==> config.mk <==
export PLATFORM = sky130hd
export DESIGN_NAME = mem_arbiter
export DESIGN_NICKNAME = d
export VERILOG_FILES = /design/src/rtl/mem_arbiter_pkg.sv /design/src/rtl/rr_arbiter2.sv /design/src/rtl/mem_arbiter.sv
export SDC_FILE = /design/constraint.sdc
export NUM_CORES = 1
export LEC_CHECK = 0
export ABC_AREA = 1
export BUFFER_PORTS_ARGS = -buffer_cell sky130_fd_sc_hd__buf_2
export CORE_AREA = 2 2 211 213
export CTS_BUF_LIST = sky130_fd_sc_hd__clkbuf_8
export DETAILED_ROUTE_END_ITERATION = 7
export DIE_AREA = 0 0 213 215
export PLACE_DENSITY = 0.43
export SYNTH_ARGS = -nofsm -noshare
export SYNTH_HDL_FRONTEND = slang
export SYNTH_SLANG_ARGS = --single-unit
==> constraint.sdc <==
create_clock -name clk -period 1.5 [get_ports clk]
set_clock_uncertainty 0.1 [all_clocks]
set_input_delay 0.225 -clock clk [delete_from_list [all_inputs] [get_ports clk]]
set_output_delay 0.225 -clock clk [all_outputs]
set_load 0.02 [all_outputs]
==> src/rtl/mem_arbiter_pkg.sv <==
// Shared types and default sizing for the two-requester memory arbiter.
package mem_arbiter_pkg;

    localparam int DEFAULT_ADDR_W  = 64;
    localparam int DEFAULT_DATA_W  = 64;
    localparam int DEFAULT_TIMEOUT = 255;

    typedef enum logic [1:0] {
        IDLE  = 2'd0,
        ISSUE = 2'd1,
        WAIT  = 2'd2
    } state_t;

    typedef enum logic {
        IFU = 1'b0,
        LSU = 1'b1
    } owner_t;

endpackage

==> src/rtl/rr_arbiter2.sv <==
// Two-way round-robin grant between fetch and load/store requesters.
module rr_arbiter2
    import mem_arbiter_pkg::*;
(
    input  logic   clk,
    input  logic   rst,
    input  logic   en,
    input  logic   req_ifu,
    input  logic   req_lsu,
    output logic   gnt_valid,
    output owner_t gnt
);

    owner_t last_grant;

    always_comb begin
        gnt_valid = en && (req_ifu || req_lsu);
        gnt       = LSU;
        if (req_ifu && req_lsu) begin
            gnt = (last_grant == IFU) ? LSU : IFU;
        end else if (req_ifu) begin
            gnt = IFU;
        end
    end

    // Reset value LSU so that the first tie after reset goes to the fetch side.
    always_ff @(posedge clk) begin
        if (rst) begin
            last_grant <= LSU;
        end else if (gnt_valid) begin
            last_grant <= gnt;
        end
    end

endmodule

==> src/rtl/mem_arbiter.sv <==
// Arbitrates fetch and load/store requests onto one memory port, one
// transaction at a time, with a sticky timeout when memory stops responding.
module mem_arbiter
    import mem_arbiter_pkg::*;
#(
    parameter int ADDR_W  = DEFAULT_ADDR_W,
    parameter int DATA_W  = DEFAULT_DATA_W,
    parameter int TIMEOUT = DEFAULT_TIMEOUT
) (
    input  logic                clk,
    input  logic                rst,
    input  logic                ifu_req_valid,
    output logic                ifu_req_ready,
    input  logic [ADDR_W-1:0]   ifu_addr,
    output logic                ifu_resp_valid,
    output logic [DATA_W-1:0]   ifu_rdata,
    input  logic                lsu_req_valid,
    output logic                lsu_req_ready,
    input  logic [ADDR_W-1:0]   lsu_addr,
    input  logic                lsu_wen,
    input  logic [DATA_W-1:0]   lsu_wdata,
    input  logic [DATA_W/8-1:0] lsu_wmask,
    output logic                lsu_resp_valid,
    output logic [DATA_W-1:0]   lsu_rdata,
    output logic                mem_req_valid,
    input  logic                mem_req_ready,
    output logic [ADDR_W-1:0]   mem_addr,
    output logic                mem_wen,
    output logic [DATA_W-1:0]   mem_wdata,
    output logic [DATA_W/8-1:0] mem_wmask,
    input  logic                mem_resp_valid,
    input  logic [DATA_W-1:0]   mem_rdata,
    output logic                timeout_err
);

    localparam int MASK_W = DATA_W / 8;
    localparam int CNT_W  = $clog2(TIMEOUT + 1);

    state_t            state_q, state_d;
    owner_t            owner_q;
    owner_t            gnt;
    logic              gnt_valid;
    logic [ADDR_W-1:0] addr_q;
    logic              wen_q;
    logic [DATA_W-1:0] wdata_q;
    logic [MASK_W-1:0] wmask_q;
    logic [CNT_W-1:0]  cnt_q;
    logic              resp_hit;
    logic              timeout_hit;

    rr_arbiter2 u_rr (
        .clk       (clk),
        .rst       (rst),
        .en        ((state_q == IDLE) && !rst),
        .req_ifu   (ifu_req_valid),
        .req_lsu   (lsu_req_valid),
        .gnt_valid (gnt_valid),
        .gnt       (gnt)
    );

    assign resp_hit    = !rst && (state_q == WAIT) && mem_resp_valid;
    assign timeout_hit = (state_q == WAIT) && !mem_resp_valid
                         && (cnt_q == CNT_W'(TIMEOUT - 1));

    // NOTE: every variable gets a default before the case so no latch is inferred.
    always_comb begin
        state_d = state_q;
        case (state_q)
            IDLE:    if (gnt_valid) state_d = ISSUE;
            ISSUE:   if (mem_req_ready) state_d = WAIT;
            WAIT:    if (mem_resp_valid || timeout_hit) state_d = IDLE;
            default: state_d = IDLE;
        endcase
    end

    // Handshake and response strobes are gated by rst so nothing leaks while it is held.
    assign ifu_req_ready  = gnt_valid && (gnt == IFU);
    assign lsu_req_ready  = gnt_valid && (gnt == LSU);
    assign mem_req_valid  = !rst && (state_q == ISSUE);
    assign ifu_resp_valid = resp_hit && (owner_q == IFU);
    assign lsu_resp_valid = resp_hit && (owner_q == LSU);
    assign ifu_rdata      = mem_rdata;
    assign lsu_rdata      = mem_rdata;
    assign mem_addr       = addr_q;
    assign mem_wen        = wen_q;
    assign mem_wdata      = wdata_q;
    assign mem_wmask      = wmask_q;

    // NOTE: sequential state uses non-blocking assignments only.
    always_ff @(posedge clk) begin
        if (rst) begin
            state_q     <= IDLE;
            owner_q     <= IFU;
            addr_q      <= '0;
            wen_q       <= 1'b0;
            wdata_q     <= '0;
            wmask_q     <= '0;
            cnt_q       <= '0;
            timeout_err <= 1'b0;
        end else begin
            state_q <= state_d;
            if (gnt_valid) begin
                owner_q <= gnt;
                addr_q  <= (gnt == IFU) ? ifu_addr : lsu_addr;
                wen_q   <= (gnt == LSU) && lsu_wen;
                wdata_q <= (gnt == LSU) ? lsu_wdata : '0;
                wmask_q <= (gnt == LSU) ? lsu_wmask : '0;
            end
            if ((state_q == ISSUE) && mem_req_ready) begin
                cnt_q <= '0;
            end else if ((state_q == WAIT) && (cnt_q != CNT_W'(TIMEOUT))) begin
                cnt_q <= cnt_q + CNT_W'(1);
            end
            if (timeout_hit) begin
                timeout_err <= 1'b1;
            end
        end
    end

endmodule

==> impl_metrics.ini <==
[timing]
tightest_slew_ns = 0.617
max_slew_margin = 0.589
fin_crit_sh = 1.28
slew_viol_final = 0
finalSetupViolCount = 131
fmax_mhz = 521
setup_tns_ns = -31.40
period_needed_ns = 1.92
hold_viol = 0
worst_slack_ns = -0.421
rsz0062_at_grt = true

[power]
design_power_total_mw = 10.9
leakage_nw = 6.09
irDropWorstVdd_v = 0.000560
powerDensity_nw_per_um2 = 810

[critical_path]
crit_required_ns = 1.82
r2r_cells = 13
cp_cell_sequence = buf_4, dlygate4sd3_1, nor2_4, buf_4, buf_6, buf_6, buf_6, buf_8, buf_12, buf_4, buf_4, a31oi_1, nor2_1
max_stage_delay_ns = 0.66
cp_max_fo = 6
worstPathArrival_ns = 2.25
endpoint_kind = register
slowest_stage = dlygate4sd3_1
worst-setup-path-type = in -> reg
critPathLaunchType = input port
path_common_cell = buf_4
r2r_slack_ns = -0.41

[cells_and_area]
syn2layout_area_growth_pct = 77.1
finalInstanceArea_um2 = 13400
fill_cells = 4608
seqCellArea_um2 = 3020
diodes = 0
multi_input_area_um2 = 3870
mostFrequentLayoutCells = 334 x buf_2, 281 x nand2_1, 204 x dlygate4sd3_1
final_common_cell = buf_2
drive_above_1_share = 0.416
fin_util = 0.307
nets = 1790

[grt]
grt_start_max_net_pins = 112
grt-ovfl-total = 0
antenna_found_initial = 1
first_global_vias = 8704
grt_util_all_layers = 0.141
grt_pass1_wl_um = 48000

[drt]
post-route-drc-count = 0
wl_um = 36400
post_drt_via_cell_ratio = 4.11
drt_pre_antenna_iters = 4
drt-met1-wl_um = 14200
drt_iter0_markers = 324
routed.top_layer = met5
dr_wl_met2_um = 16800
final_antenna_net_count = 0
dr_total_vias = 8723
routedWlPerCell_um = 17.1
dr_wl_met3_um = 3340

[outcome]
status = finished with violations
violations = negative setup slack

[floorplan]
initial_core_util = 0.173
die_h_um = 215
core_area_um2 = 43600
die_w_um = 213
io_pins = 542
die_area_um2 = 45800
row_count = 77

[synthesis]
synth_nets = 1321
ys_types = 26
synth.area.top_cells = dfxtp_1 40%, nand2_1 18%, buf_4 13%
postSynthCellCount = 1048
ys_seq_area_frac = 0.397
yosys.area.top_type = dfxtp_1
syn_area_per_cell_um2 = 7.22
yosysTopAreaCellShare = 0.397
yosysWarnings = 0
synthesis.area_um2 = 7570
ys_ff_latch = 150

[placement]
dpl_cell_area_um2 = 9360
dp_hpwl_um = 21100
place_congestion = 0.726
dp_slack_ns = -0.0246
io_buffers = 349

[run]
cap_violations = 0

[cts]
cts_tree = built
clock_latency_ns = 0.54
cts_root_buf = clkbuf_8
cts.reportedPaths.clkPinSlew_ns = 0.09
clk_path_buf_depth = 2
clock-sinks = 150
cts_made_buffers = 17
cts_max_level = 4

[worst_hold_path]
hold_depth = 6
hold_class = in -> reg
## per-layer routing
layer | GRT usage | vias up
li1 | - | 4219
met1 | 0.145 | 3997
met5 | 0.00539 | -
met2 | 0.231 | 415
met3 | 0.0599 | 90
met4 | 0.0995 | 2
## synth_stat cells
| cell | instances |
|---|---|
| inv_2 | 4 |
| a21boi_0 | 70 |
| o21bai_1 | 1 |
| nand2_2 | 1 |
| inv_1 | 17 |
| ha_1 | 2 |
| buf_2 | 24 |
| nand3b_1 | 1 |
| clkbuf_1 | 37 |
| xor2_1 | 2 |
| nand2_4 | 1 |
| a31oi_1 | 70 |
| o21ai_0 | 1 |
| buf_4 | 129 |
| nand3_1 | 8 |
| xnor2_1 | 1 |
| nand4_1 | 1 |
| nor2_1 | 82 |
| a21oi_1 | 74 |
| a21oi_4 | 1 |
| o21ai_2 | 1 |
| nand2_1 | 360 |
| buf_6 | 7 |
| nor2_4 | 2 |
| nor3_1 | 1 |
| dfxtp_1 | 150 |
## per-stage QoR
stage	cells	hold slack (ns)
2_1_floorplan	1048	0.228
3_3_place_gp	1841	0.319
3_5_place_dp	1841	0.320
4_1_cts	2094	0.0439
5_1_grt	2122	0.0962
6_report	2122	0.123
## timing repair
item                                    CTS  global route
endpoints found under the hold margin   143             0
gates cloned                              8            17
setup buffers                             9            13
gates resized for setup                  59           179
pin swaps                                 8            63
endpoints found under the setup margin   44           139
hold buffers                            204             0
## sequential cells by signal (all words and copies together), names as in the netlist
| name | count |
|---|---|
| timeout_err | 1 |
| mem_wmask | 8 |
| mem_wdata | 64 |
| state_q | 2 |
| mem_wen | 1 |
| cnt_q | 8 |
| owner_q | 1 |
| mem_addr | 64 |
| u_rr.last_grant | 1 |
## worst max-delay path, delay by kind of cell
| kind | cells | cell delay, ns |
|---|---|---|
| AOI/OAI and AO/OA | 1 | 0.12 |
| buffers and inverters | 10 | 1.74 |
| and+or+nand+nor | 2 | 0.14 |
## path summary, 6_finish.rpt
path                                 endpoint           from
worst max-delay path            mem_wdata[15]            rst
worst min-delay path               state_q[0]  ifu_req_valid
worst min register to register   mem_addr[12]   mem_addr[12]
worst max register to register  mem_wdata[15]     state_q[1]
## power by group
group          switching (mW)  internal (mW)  total (mW)
clock                    1.80           1.53        3.33
sequential              0.104           4.18        4.28
combinational            1.66           1.58        3.25
total                    3.57           7.30        10.9
## kinds of logic (layout without fill, tap and decap cells)
logic type / count (synthesis) / in the layout / share of synthesized area
AO/OA/AOI/OAI: 218 / 218 / 0.181
XOR/XNOR: 3 / 3 / 0.00347
flip-flops: 150 / 150 / 0.397
buffers and inverters: 218 / 700 / 0.183
AND/OR/NAND/NOR: 457 / 457 / 0.232
adder cells (fa/ha/maj): 2 / 2 / 0.00331
## area by class of cell
type                       count  area share
inverter                      21     0.00644
tap                          592      0.0553
clock inverter                14      0.0113
timing repair buffer         647       0.395
multi-input combinational    680       0.289
sequential                   150       0.225
clock buffer                  18      0.0185
Power figures use the tool's default switching activity.
